### config.mk
export PLATFORM = sky130hd
export DESIGN_NAME = onchip_mem_stream_reader
export DESIGN_NICKNAME = d
export VERILOG_FILES = /design/src/rtl/onchip_mem_stream_reader.sv
export SDC_FILE = /design/constraint.sdc
export NUM_CORES = 1
export LEC_CHECK = 0
export CAP_MARGIN = 10
export CORE_UTILIZATION = 30
export CTS_CLUSTER_SIZE = 24
export DETAILED_ROUTE_END_ITERATION = 6
export GPL_TIMING_DRIVEN = 1
export PLACE_DENSITY = 0.51
export SETUP_SLACK_MARGIN = 0.4
export SLEW_MARGIN = 20
export SYNTH_ARGS = -nofsm -noshare
export SYNTH_HDL_FRONTEND = slang
export SYNTH_SLANG_ARGS = --single-unit
### constraint.sdc
create_clock -name clk -period 3.08 [get_ports clk]
set_input_delay 0.616 -clock clk [delete_from_list [all_inputs] [get_ports clk]]
set_output_delay 0.616 -clock clk [all_outputs]
set_load 0.005 [all_outputs]
### src/rtl/onchip_mem_stream_reader.sv
// Avalon-MM read master for a single-port on-chip RAM with a fixed 1-cycle read
// latency. It reads a contiguous word range and emits it as one Avalon-ST packet.
// Reads are issued only when the output FIFO has a guaranteed slot for the
// returning word, so the memory never has to stall.
//
// Stream handshake: a word transfers on any rising edge where src_valid and
// src_ready are both high. Once src_valid is high, src_valid, src_data, src_sop
// and src_eop hold their values until that transfer happens. src_ready has a
// ready latency of 0.
module onchip_mem_stream_reader #(
  parameter int ADDR_W     = 16,
  parameter int DATA_W     = 32,
  parameter int LEN_W      = 17,
  parameter int FIFO_DEPTH = 4
) (
  input  logic                clk,
  input  logic                reset,
  input  logic                start,
  input  logic [ADDR_W-1:0]   base_addr,
  input  logic [LEN_W-1:0]    word_count,
  output logic                busy,
  output logic                done,
  output logic [ADDR_W-1:0]   mem_address,
  output logic                mem_chipselect,
  output logic                mem_write,
  output logic [DATA_W/8-1:0] mem_byteenable,
  output logic                mem_clken,
  input  logic [DATA_W-1:0]   mem_readdata,
  output logic [DATA_W-1:0]   src_data,
  output logic                src_valid,
  input  logic                src_ready,
  output logic                src_sop,
  output logic                src_eop,
  output logic [1:0]          dbg_state
);

  localparam int PTR_W = (FIFO_DEPTH > 1) ? $clog2(FIFO_DEPTH) : 1;
  localparam int CNT_W = PTR_W + 1;
  // Longest legal command is one full sweep of the address space.
  localparam logic [LEN_W-1:0] MAX_LEN = LEN_W'(1) << ADDR_W;

  typedef enum logic [1:0] {
    IDLE  = 2'd0,
    ISSUE = 2'd1,
    DRAIN = 2'd2
  } state_t;

  state_t              state;
  logic [ADDR_W-1:0]   addr_q;
  logic [LEN_W-1:0]    remaining;
  logic                first_q;      // next issued word is index 0

  logic                inflight;     // a read was issued last cycle
  logic                inflight_sop;
  logic                inflight_eop;

  // FIFO entries are {eop, sop, data}.
  logic [DATA_W+1:0]   fifo_mem [FIFO_DEPTH];
  logic [PTR_W-1:0]    rd_ptr;
  logic [PTR_W-1:0]    wr_ptr;
  logic [CNT_W-1:0]    fifo_count;
  logic [DATA_W+1:0]   head;

  logic                pop;
  logic                issue;
  logic [CNT_W:0]      space;

  assign head      = fifo_mem[rd_ptr];
  assign src_valid = (fifo_count != '0);
  assign src_data  = head[DATA_W-1:0];
  assign src_sop   = src_valid & head[DATA_W];
  assign src_eop   = src_valid & head[DATA_W+1];
  assign pop       = src_valid & src_ready;

  // Free slots counting the word already in flight and the slot freed by a pop
  // in this same cycle; never negative because credit is never over-spent.
  assign space = (CNT_W+1)'(FIFO_DEPTH) - {1'b0, fifo_count}
               - {{CNT_W{1'b0}}, inflight} + {{CNT_W{1'b0}}, pop};

  assign issue = (state == ISSUE) && (remaining != '0) && (space != '0);

  assign mem_chipselect = issue;
  assign mem_address    = addr_q;
  assign mem_write      = 1'b0;
  assign mem_byteenable = '1;
  assign mem_clken      = 1'b1;
  assign dbg_state      = state;

  // Command FSM: accept, issue reads under credit, wait for the eop hand-off.
  always_ff @(posedge clk) begin
    if (reset) begin
      state     <= IDLE;
      addr_q    <= '0;
      remaining <= '0;
      first_q   <= 1'b0;
      busy      <= 1'b0;
      done      <= 1'b0;
    end else begin
      done <= 1'b0;
      case (state)
        IDLE: begin
          if (start) begin
            addr_q    <= base_addr;
            remaining <= (word_count > MAX_LEN) ? MAX_LEN : word_count;
            first_q   <= 1'b1;
            if (word_count == '0) begin
              done <= 1'b1;
            end else begin
              state <= ISSUE;
              busy  <= 1'b1;
            end
          end
        end
        ISSUE: begin
          if (issue) begin
            addr_q    <= addr_q + ADDR_W'(1);
            remaining <= remaining - LEN_W'(1);
            first_q   <= 1'b0;
            if (remaining == LEN_W'(1)) state <= DRAIN;
          end
        end
        DRAIN: begin
          // The eop word is the last one issued, so its hand-off means
          // nothing is left in flight or in the FIFO.
          if (pop && src_eop) begin
            done  <= 1'b1;
            busy  <= 1'b0;
            state <= IDLE;
          end
        end
        default: state <= IDLE;
      endcase
    end
  end

  // Track the read issued last cycle together with its packet markers.
  always_ff @(posedge clk) begin
    if (reset) begin
      inflight     <= 1'b0;
      inflight_sop <= 1'b0;
      inflight_eop <= 1'b0;
    end else begin
      inflight     <= issue;
      inflight_sop <= issue & first_q;
      inflight_eop <= issue & (remaining == LEN_W'(1));
    end
  end

  // FIFO storage: returning read data is written the cycle after issue.
  always_ff @(posedge clk) begin
    if (inflight) fifo_mem[wr_ptr] <= {inflight_eop, inflight_sop, mem_readdata};
  end

  // FIFO pointers and occupancy; push and pop together leave the count alone.
  always_ff @(posedge clk) begin
    if (reset) begin
      rd_ptr     <= '0;
      wr_ptr     <= '0;
      fifo_count <= '0;
    end else begin
      if (inflight) wr_ptr <= wr_ptr + PTR_W'(1);
      if (pop)      rd_ptr <= rd_ptr + PTR_W'(1);
      case ({inflight, pop})
        2'b10:   fifo_count <= fifo_count + CNT_W'(1);
        2'b01:   fifo_count <= fifo_count - CNT_W'(1);
        default: fifo_count <= fifo_count;
      endcase
    end
  end

endmodule

==> flow_summary.json <==
{
  "reg2regPathDepth": 12,
  "nFillCells": 2390,
  "portBuffers": 124,
  "grt_usage_pct": 14.2,
  "synth_xor_area_share_pct": 1.21,
  "rsz0062_at_grt": "true",
  "slew_headroom_pct": 40.0,
  "path_clk_slew_ns": 0.08,
  "antenna_left": 0,
  "synth-edff-count": 136,
  "fin_area_sq_um": 10600,
  "critPathCaptureType": "primary output",
  "final_layout_size_suffix_gt1_share_pct": 19.7,
  "ys.flop_type": "edfxtp_1",
  "whs_endpoint": "fifo_mem[1][32]$_DFFE_PP_",
  "antenna_found_initial": 0,
  "synth_cell_types": 53,
  "synthesis.area_sq_um": 7970,
  "finalClockSkew_ns": 0.0145,
  "path_cells": "nor3_4 > nor2b_4 > fa_2 > ha_4 > xor2_1 > o31ai_2 > or2_4 > inv_4 > buf_6",
  "cts.htree.levels": 4,
  "cpPeakStageDelay_ns": 0.38,
  "fin_crit_ns": 2.98,
  "r2r-end": "mem_address[0]$_SDFFE_PP0P_",
  "start_util_pct": 30.6,
  "r2r_slack_ns": 0.41,
  "utilization_pct": 40.7,
  "area_growth_pct": 33.1,
  "drv_cap": 0,
  "ys_seq_area_share_pct": 63.8,
  "critPathKind": "flip-flop to primary output",
  "clock-sinks": 186,
  "grt_remaining_overflow": 0,
  "timing.fmax_mhz": 336,
  "gp_congestion": 0.846,
  "fin_hold_ws_ns": 0.490,
  "wl_per_cell_um": 18.0,
  "r2r_start": "fifo_count[1]$_SDFFE_PP0P_",
  "die-height_um": 165,
  "synth_area_leaders": "edfxtp_1 51%, dfxtp_1 13%, mux4_2 9.6%",
  "status": "completed",
  "power_per_cell_area_nw_per_um2": 720,
  "dpl_cell_area_sq_um": 9700,
  "place_ws_ns": -0.459,
  "hold_depth": 0,
  "synth_fa_ha_area_share_pct": 1.92,
  "top_level_ports": 131,
  "worstPathArrival_ns": 2.36,
  "hp-class": "flip-flop to flip-flop",
  "synth_top_area_share_pct": 51.3,
  "setup_viol": 0,
  "synth_compound_area_share_pct": 8.39,
  "synth_top_family_by_area": "simple AND/OR/NAND/NOR gates",
  "avgViaCountPerCell": 5.06,
  "clock_path_buffers": 2,
  "hpwl_um": 12100,
  "yosys.area.top_type": "edfxtp_1",
  "vias": 5372,
  "die_width_um": 165,
  "syn_inst": 566,
  "post-place-cells": 1015,
  "synth_area_per_cell_sq_um": 14.1,
  "crit_fanout": 3,
  "required_ns": 2.46,
  "coreArea_sq_um": 26100,
  "worstSetupStartpointType": "flip-flop",
  "stdcell_count": 1061,
  "diodes": 0,
  "synthMuxAreaShare_pct": 9.86,
  "grt_max_degree": 55,
  "clk_latency_ns": 0.43,
  "hold_viol": 0,
  "drt_pre_antenna_iters": 5,
  "postCtsHoldBufs": 0,
  "fp.dieArea_sq_um": 27200,
  "rows": 59,
  "layout_worst_path_cycle_share_pct": 96.6,
  "first_iter_violations": 387,
  "drv_slew": 0,
  "worst_pin_slew_ns": 0.891,
  "p_leak_nw": 3.63,
  "hold_path_startpoint": "inflight_sop$_SDFF_PP0_",
  "synthArstFlopShare_pct": 0,
  "num-nets-final": 793,
  "cp_slowest_cell": "fa_2",
  "grt_pass1_vias": 5324,
  "tritoncts": "yes",
  "numCtsBuffers": 17,
  "netlist_top_cells_count": "136 x edfxtp_1, 50 x dfxtp_1, 34 x mux4_2",
  "postRouteWirelength_um": 19100,
  "ys_ff_latch": 186,
  "synth-simple-area-share_pct": 11.3,
  "fin_ws_ns": 0.104,
  "ir_drop_uv": 314,
  "grt_pass1_wl_um": 29100,
  "yosysMostFrequentCell": "edfxtp_1",
  "ys_warn_count": 0,
  "root_buffer": "clkbuf_16",
  "drc": 0
}
==> report_power, final <==
| part | internal [mW] | total [mW] | switching (mW) |
|---|---|---|---|
| Combinational | 1.25 | 2.23 | 0.981 |
| Sequential | 2.90 | 3.09 | 0.191 |
| Clock | 1.26 | 2.31 | 1.05 |
| Total | 5.42 | 7.64 | 2.22 |
==> repair_timing <==
action / CTS / global route
setup endpoints to repair: 36 / 16
setup buffers: 3 / 8
pin swaps: 5 / 5
gates resized for setup: 38 / 13
cloned: 2 / 1
endpoints found under the hold margin: 0 / 0
==> per-layer routing <==
metal / vias to the layer above / share of wire (%) / global-route usage, %
li1: 2494 / - / -
met1: 2689 / 45 / 18.7
met2: 171 / 50 / 23.9
met3: 18 / 4.4 / 2.94
met4: 0 / 0.96 / 3.13
met5: - / 0 / 0
==> flip-flops by register name, summed over array words and instances, names as in the netlist, named ones only <==
register,cells
busy,1
dbg_state,2
done,1
fifo_count,3
fifo_mem,136
first_q,1
inflight,1
inflight_eop,1
inflight_sop,1
mem_address,16
rd_ptr,2
remaining,17
wr_ptr,2
==> critical path: cells and delay by family (launching register included) <==
kind                     cells  cell delay, ns
adder cells (fa/ha/maj)      2            0.55
AND/OR/NAND/NOR              3            0.49
flip-flops                   1            0.35
AO/OA/AOI/OAI                1            0.23
XOR/XNOR                     1            0.16
buffers and inverters        2            0.14
==> how the worst max path moves through the flow <==
stage          cells after the start        endpoint                        from
6_report                           9  mem_chipselect  fifo_count[1]$_SDFFE_PP0P_
3_5_place_dp                       9  mem_chipselect                   src_ready
5_1_grt                            9  mem_chipselect  fifo_count[1]$_SDFFE_PP0P_
2_1_floorplan                      8  mem_chipselect  fifo_count[2]$_SDFFE_PP0P_
4_1_cts                            9  mem_chipselect  fifo_count[2]$_SDFFE_PP0P_
3_3_place_gp                       9  mem_chipselect                   src_ready
==> cell usage in the layout (no fill, tap or decap), drive strengths merged, types with 6 or more instances in the layout <==
cell and instances:
a21oi 33, xor2 6, nor4 12, buf 42, clkinv 6, dlygate4sd2 17
nor2 32, nand2b 8, dfxtp 50, o21ai 20, nand2 30, mux4 34
clkbuf 18, a211oi 10, nor3 24, a221oi 10, dlymetal6s2s 10, inv 22
nand4 9, and2 7, ha 9, nand3 9, clkdlybuf4s50 95, conb 6
edfxtp 136
==> layout make-up <==
cell class	instances	area (sq um)	share of cell area, %
tap	335	419	3.95
clock inverter	15	216	2.04
inverter	15	58.8	0.554
sequential	186	5090	48.0
multi-input combinational	328	2690	25.4
clock buffer	17	425	4.01
timing repair buffer	165	1710	16.1
==> through the flow <==
stage | total power, mW | setup TNS [ns]
after CTS | 7.63 | 0
final | 7.64 | 0
after global routing | 8.03 | 0
after global placement | 5.11 | -0.655
after detailed placement | 5.15 | -0.591
after floorplan | 4.22 | 0
==> cells by family (layout without fill, tap and decap cells) <==
family	after synthesis	count (layout)
AND/OR/NAND/NOR	161	161
flip-flops	186	186
other	2	6
AO/OA/AOI/OAI	103	103
multiplexers	36	36
XOR/XNOR	11	11
buffers and inverters	56	212
adder cells (fa/ha/maj)	11	11
Power figures use the tool's default switching activity.
